--- src/rtl/fp_add_post_if.sv ---
// Handshake and data bundle between the operand preparer and the post-alignment
// adder stage.
interface fp_add_post_if;
  logic        in_valid;
  logic        in_ready;
  logic        NaN_res;
  logic        inf_res;
  logic        res_sig;
  logic        legal;
  logic [7:0]  exp_max;
  logic [49:0] mant_op_1;
  logic [49:0] mant_op_2;
  logic        out_valid;
  logic        out_ready;
  logic [31:0] result;
  logic        out_ovf;
  logic        out_inexact;

  modport master (
    output in_valid, NaN_res, inf_res, res_sig, legal, exp_max,
           mant_op_1, mant_op_2, out_ready,
    input  in_ready, out_valid, result, out_ovf, out_inexact
  );

  modport slave (
    input  in_valid, NaN_res, inf_res, res_sig, legal, exp_max,
           mant_op_1, mant_op_2, out_ready,
    output in_ready, out_valid, result, out_ovf, out_inexact
  );
endinterface

--- src/rtl/fp_add_post.sv ---
// Single-precision adder back end: mantissa add, one-bit-per-cycle normalise,
// round-to-nearest-even and binary32 packing; one operation in flight.
module fp_add_post (
  input  logic         clk,
  input  logic         rst,
  fp_add_post_if.slave bus
);

  typedef enum logic [2:0] {IDLE, ADD, NORM, ROUND, DONE} state_t;
  state_t state, state_nx;

  logic signed [49:0] m1_p0, m2_p0;
  logic [7:0]         exp_p0;
  logic               sig_p0, zero_p0;
  logic [48:0]        mag_p1;
  logic [9:0]         exp_p1;
  logic [31:0]        result_p2;
  logic               ovf_p2, inexact_p2;

  logic signed [49:0] sum_add;
  logic [48:0]        abs_add, mag_add, mag_norm;
  logic [9:0]         e_base, exp_add, exp_norm, exp_rnd;
  logic [25:0]        rnd;
  logic [23:0]        mant_rnd;
  logic [32:0]        packed_rnd;
  logic [31:0]        res_rnd, res_byp;
  logic               ovf_rnd, inexact_rnd;

  // Returns {inexact, 25-bit rounded mantissa incl. carry-out}.
  function automatic logic [25:0] round_rne(input logic [47:0] m);
    logic g, s, inc;
    g   = m[23];
    s   = |m[22:0];
    inc = g & (s | m[24]);
    return {g | s, {1'b0, m[47:24]} + {24'd0, inc}};
  endfunction

  // Returns {ovf, packed word}; exponents past the finite range saturate to infinity.
  function automatic logic [32:0] sat_pack(input logic sig, input logic [9:0] e,
                                           input logic [23:0] mant);
    if (e >= 10'd255) return {1'b1, sig, 8'hFF, 23'h0};
    return {1'b0, sig, (mant[23] ? e[7:0] : 8'h00), mant[22:0]};
  endfunction

  always_comb begin
    sum_add  = m1_p0 + m2_p0;
    abs_add  = sum_add[49] ? 49'(-sum_add) : 49'(sum_add);
    e_base   = (exp_p0 == 8'd0) ? 10'd1 : {2'b00, exp_p0};
    // A carry into the headroom bit is folded back with the lost bit kept sticky.
    if (abs_add[48]) begin
      mag_add = {1'b0, abs_add[48:2], abs_add[1] | abs_add[0]};
      exp_add = e_base + 10'd1;
    end else begin
      mag_add = abs_add;
      exp_add = e_base;
    end

    mag_norm = {mag_p1[47:0], 1'b0};
    exp_norm = exp_p1 - 10'd1;

    rnd = round_rne(mag_p1[47:0]);
    if (rnd[24]) begin
      mant_rnd = 24'h800000;
      exp_rnd  = exp_p1 + 10'd1;
    end else begin
      mant_rnd = rnd[23:0];
      exp_rnd  = exp_p1;
    end
    packed_rnd = sat_pack(sig_p0, exp_rnd, mant_rnd);

    // Exact zero is +0 unless both addends were themselves zero.
    if (mag_p1 == '0) begin
      res_rnd     = {sig_p0 & zero_p0, 31'h0};
      ovf_rnd     = 1'b0;
      inexact_rnd = 1'b0;
    end else begin
      res_rnd     = packed_rnd[31:0];
      ovf_rnd     = packed_rnd[32];
      inexact_rnd = rnd[25];
    end

    if (bus.NaN_res)      res_byp = 32'h7FC00000;
    else if (bus.inf_res) res_byp = {bus.res_sig, 8'hFF, 23'h0};
    else                  res_byp = {bus.res_sig, 31'h0};
  end

  always_comb begin
    state_nx = state;
    case (state)
      IDLE:    if (bus.in_valid) state_nx = bus.legal ? ADD : DONE;
      ADD:     state_nx = (mag_add != '0 && !mag_add[47] && exp_add > 10'd1) ? NORM : ROUND;
      NORM:    state_nx = (!mag_norm[47] && exp_norm > 10'd1) ? NORM : ROUND;
      ROUND:   state_nx = DONE;
      DONE:    if (bus.out_ready) state_nx = IDLE;
      default: state_nx = IDLE;
    endcase
  end

  always_ff @(posedge clk) begin
    if (rst) begin
      state      <= IDLE;
      m1_p0      <= '0;
      m2_p0      <= '0;
      exp_p0     <= '0;
      sig_p0     <= 1'b0;
      zero_p0    <= 1'b0;
      mag_p1     <= '0;
      exp_p1     <= '0;
      result_p2  <= '0;
      ovf_p2     <= 1'b0;
      inexact_p2 <= 1'b0;
    end else begin
      state <= state_nx;
      case (state)
        // capture stage
        IDLE: if (bus.in_valid) begin
          m1_p0   <= signed'(bus.mant_op_1);
          m2_p0   <= signed'(bus.mant_op_2);
          exp_p0  <= bus.exp_max;
          sig_p0  <= bus.res_sig;
          zero_p0 <= (bus.mant_op_1 == '0) && (bus.mant_op_2 == '0);
          if (!bus.legal) begin
            result_p2  <= res_byp;
            ovf_p2     <= 1'b0;
            inexact_p2 <= 1'b0;
          end
        end
        // add / normalise stage
        ADD: begin
          mag_p1 <= mag_add;
          exp_p1 <= exp_add;
        end
        NORM: begin
          mag_p1 <= mag_norm;
          exp_p1 <= exp_norm;
        end
        // round / pack stage
        ROUND: begin
          result_p2  <= res_rnd;
          ovf_p2     <= ovf_rnd;
          inexact_p2 <= inexact_rnd;
        end
        default: ;
      endcase
    end
  end

  assign bus.in_ready    = (state == IDLE);
  assign bus.out_valid   = (state == DONE);
  assign bus.result      = result_p2;
  assign bus.out_ovf     = ovf_p2;
  assign bus.out_inexact = inexact_p2;

endmodule

--- src/flat_wrapper.sv ---
// flat-port wrapper written by rule: the top's interface ports become plain ports
module fp_add_post_flat 
  (clk, rst, bus_in_valid, bus_NaN_res, bus_inf_res, bus_res_sig, bus_legal, bus_exp_max, bus_mant_op_1, bus_mant_op_2, bus_out_ready, bus_in_ready, bus_out_valid, bus_result, bus_out_ovf, bus_out_inexact);
  fp_add_post_if bus_i ();
  input  logic clk;
  input  logic rst;
  input wire logic [$bits(bus_i.in_valid)-1:0] bus_in_valid;
  input wire logic [$bits(bus_i.NaN_res)-1:0] bus_NaN_res;
  input wire logic [$bits(bus_i.inf_res)-1:0] bus_inf_res;
  input wire logic [$bits(bus_i.res_sig)-1:0] bus_res_sig;
  input wire logic [$bits(bus_i.legal)-1:0] bus_legal;
  input wire logic [$bits(bus_i.exp_max)-1:0] bus_exp_max;
  input wire logic [$bits(bus_i.mant_op_1)-1:0] bus_mant_op_1;
  input wire logic [$bits(bus_i.mant_op_2)-1:0] bus_mant_op_2;
  input wire logic [$bits(bus_i.out_ready)-1:0] bus_out_ready;
  output wire logic [$bits(bus_i.in_ready)-1:0] bus_in_ready;
  output wire logic [$bits(bus_i.out_valid)-1:0] bus_out_valid;
  output wire logic [$bits(bus_i.result)-1:0] bus_result;
  output wire logic [$bits(bus_i.out_ovf)-1:0] bus_out_ovf;
  output wire logic [$bits(bus_i.out_inexact)-1:0] bus_out_inexact;
  assign bus_i.in_valid = bus_in_valid;
  assign bus_i.NaN_res = bus_NaN_res;
  assign bus_i.inf_res = bus_inf_res;
  assign bus_i.res_sig = bus_res_sig;
  assign bus_i.legal = bus_legal;
  assign bus_i.exp_max = bus_exp_max;
  assign bus_i.mant_op_1 = bus_mant_op_1;
  assign bus_i.mant_op_2 = bus_mant_op_2;
  assign bus_i.out_ready = bus_out_ready;
  assign bus_in_ready = bus_i.in_ready;
  assign bus_out_valid = bus_i.out_valid;
  assign bus_result = bus_i.result;
  assign bus_out_ovf = bus_i.out_ovf;
  assign bus_out_inexact = bus_i.out_inexact;
  fp_add_post u_core (.clk(clk), .rst(rst), .bus(bus_i));
endmodule
--- config.mk ---
export PLATFORM = sky130hd
export DESIGN_NAME = fp_add_post_flat
export DESIGN_NICKNAME = d
export VERILOG_FILES = /design/src/rtl/fp_add_post_if.sv /design/src/rtl/fp_add_post.sv /design/src/flat_wrapper.sv
export SDC_FILE = /design/constraint.sdc
export NUM_CORES = 1
export LEC_CHECK = 0
export CAP_MARGIN = 40
export CORE_MARGIN = 3
export CORE_UTILIZATION = 60
export DETAILED_ROUTE_END_ITERATION = 6
export PLACE_DENSITY = 0.85
export SKIP_CTS_REPAIR_TIMING = 1
export SYNTH_ARGS = -nofsm -noshare
export SYNTH_HDL_FRONTEND = slang
export SYNTH_SLANG_ARGS = --single-unit
--- constraint.sdc ---
create_clock -name clk -period 12.16 [get_ports clk]
set_clock_uncertainty 0.15 [all_clocks]
set_input_delay 1.824 -clock clk [delete_from_list [all_inputs] [get_ports clk]]
set_output_delay 1.824 -clock clk [all_outputs]
set_load 0.005 [all_outputs]
==> metrics.txt <==
Final Max Tran Viols=0; arrival time worst endpoint=about 6300 ps; ant diodes=0; RePlAce Congestion=1.00; Total GRT Usage=0.345; utilization after layout=0.712; Port Buffer Count=roughly 150; initial antenna violation count=0; starting density of the core=0.615; row cnt=between 50 and 60; I/O pin cnt=152; Post-DP Area=around 17000 sq um; met3 usage=0.0318; synth warn=0; CP bufs+invs=2; Final period util=0.492; async set-reset flop share out of synthesis=0; Num CTS Buffers=23; Achievable Freq=approximately 0.17 GHz; Leak=about 0.0063 uW; CP startpoint kind=flop; CP endpoint kind=flop; most frequent cells in the layout=nand2_1, a21oi_1, dfxtp_1; Yosys reg bits=a little over 200; Synthesized Nets=about 2200; Slew HR=0.387; prevailing post-synth register cell=dfxtp_1; minimum clock period=around 6000 ps; Area growth syn-to-layout=15.9%; Hold Fails Final Rpt=0; vias in the first global route=between 10000 and 15000; Die Area=approximately 27000 sq um; Post-Place Cells=~2400; Initial DRC Count=between 1500 and 2000; met2 usage=0.595; Place WS=~6300 ps; CTS tree=built; Top delay family on crit path=compound AO/OA/AOI/OAI gates; Routed WL=47900 microns; most common cell after layout, fill and taps aside=nand2_1; final instance area=17400 sq um; post-synthesis sequential area ratio=0.274; setup violators final=0; Final ANT Viol Nets=0; Post-synth EDFFs=0; crit path max fanout=38; met1 GRT Util=0.455; Clock Sinks=around 210; Post-Syn Area=roughly 15000 sq um; largest stage delay on the critical path=roughly 600 ps; Least-Margin Pin Slew=approximately 910 ps; TNS Setup=0 ps; Cells after Synth=2074; clk buf depth=3; Worst Hold Class=flop to flop; CTS root buffer=clkbuf_16; Max VDD drop=approximately 150 uV; first-pass GRT wire length=76500 microns; Core ar.=24500 sq um; DR vias=~16000; largest net degree at the start of global routing=between 100 and 150; Max Cap Viol=0; share of cells above drive strength 1=0.0557; run status=complete, no violations; Die Ht=around 160 microns; synthesized area per cell=7.25 sq um; H-Tree Depth=1; Clock Latency Late Sink=~540 ps; Synth cell types=a little under 100; crit-path cells=ha_1 > inv_1 > fa_1 > nand2b_1 > a211oi_2 > o21ai_0 > a211oi_1 > o21ai_0 > a32oi_1 > o2111ai_1 > nor4_2 > a41oi_2 > xor2_4 > buf_4 > nand2_1 > nand2_1 > nand4b_1 > o41ai_2; RSZ-0062 raised after global routing=false; per-cell routed wire length=approximately 19 microns; Final Worst Setup Slack=6170 ps; slowest CP cell=nor4_2; number of detailed-route iterations in the first pass=6; die width=164 microns; GRT overflow=0; final non-filler cell total=around 2500; PD cells=~160 nW/um^2; Layout Nets=roughly 2300; Crit Path Category=flop to flop; clock slew at reported path FFs=about 60 ps; Detail Placement HPWL=around 37000 microns; GRT Max-Usage Layer=met2; Critical Path RT=roughly 12000 ps; Via density=6.46; DRC=0
-- per-stage QoR --
| step | hold WS, ps | power [uW] |
|---|---|---|
| final | 309 | 2720 |
| after global routing | 323 | 2870 |
| after CTS | 310 | 2700 |
| after detailed placement | 302 | 1950 |
| after global placement | 293 | 1920 |
| after floorplan | 283 | 1650 |
-- area by class of cell --
cell class,count,area [sq um]
multi-input combinational,1713,10300
inverter,21,78.8
clock inverter,10,175
tap,324,405
clock buffer,31,626
timing repair buffer,172,1700
fill,2032,7040
sequential,206,4120
-- sequential cells by signal, summed over array words and instances (netlist names) --
| signal | count |
|---|---|
| u_core.bus.result | 32 |
| u_core.m2_p0 | 50 |
| u_core.bus.out_ovf | 1 |
| u_core.sig_p0 | 1 |
| u_core.mag_p1 | 49 |
| u_core.exp_p1 | 10 |
| u_core.exp_p0 | 8 |
| u_core.m1_p0 | 50 |
| u_core.zero_p0 | 1 |
| u_core.bus.out_inexact | 1 |
| u_core.state | 3 |
-- logic make-up (layout without fill, tap and decap cells) --
group           count (synthesis)  count (layout)  synth area share
simple gates                  890             890             0.279
compound gates                632             632             0.274
flops                         206             206             0.274
buf+inv                       155             234            0.0438
xor+xnor                      119             119            0.0703
fa+ha+maj                      56              56            0.0471
mux                            16              16            0.0109
-- worst reg2reg max path, cell delays in order (launching register included) --
cell and delay [ps]:
dfxtp_1 340, ha_1 220, inv_1 70, fa_1 490
nand2b_1 220, a211oi_2 350, o21ai_0 270, a211oi_1 400
o21ai_0 170, a32oi_1 290, o2111ai_1 190, nor4_2 600
a41oi_2 410, xor2_4 590, buf_4 460, nand2_1 100
nand2_1 100, nand4b_1 120, o41ai_2 350
-- Yosys cell counts (10+ instances only) --
cell	instances	area [sq um]
a21o_1	16	120
a21oi_1	249	1250
a221oi_1	10	87.6
a22oi_1	71	533
a31oi_1	19	119
and2_1	18	113
and3_1	17	106
and4_1	14	123
buf_2	19	95.1
clkbuf_1	104	390
dfxtp_1	206	4120
ha_1	55	688
inv_1	21	78.8
mux2i_1	13	130
nand2_1	406	1520
nand2b_1	11	68.8
nand3_1	58	290
nand4_1	31	194
nor2_1	167	627
nor3_1	52	260
nor4_1	50	313
o211ai_1	42	315
o21a_1	26	195
o21ai_0	73	365
o21ai_1	10	50.1
or3_1	16	100
xnor2_1	63	552
xor2_1	54	473
-- report_power, final --
group	switching, uW	internal [uW]	total, uW
clock network	296	450	746
logic	747	411	1160
registers	68.8	747	816
total	1110	1610	2720
-- final timing paths --
kind	to	start	cells after the start	slack, ps
max	u_core.state[0]$_SDFFE_PP0P_	u_core.m2_p0[0]$_SDFFE_PP0P_	18	6170
min	u_core.m1_p0[16]$_SDFFE_PP0P_	u_core.m1_p0[16]$_SDFFE_PP0P_	2	310
max reg2reg	u_core.state[0]$_SDFFE_PP0P_	u_core.m2_p0[0]$_SDFFE_PP0P_	18	6170
min reg2reg	u_core.m1_p0[16]$_SDFFE_PP0P_	u_core.m1_p0[16]$_SDFFE_PP0P_	2	310
-- layer usage --
layer | up-vias | wire length [microns]
li1 | 7716 | -
met1 | 7508 | 20400
met2 | 665 | 22900
met3 | 106 | 2780
met4 | 0 | 1770
met5 | - | 0
Note: power is estimated with default switching activity, not from simulation.
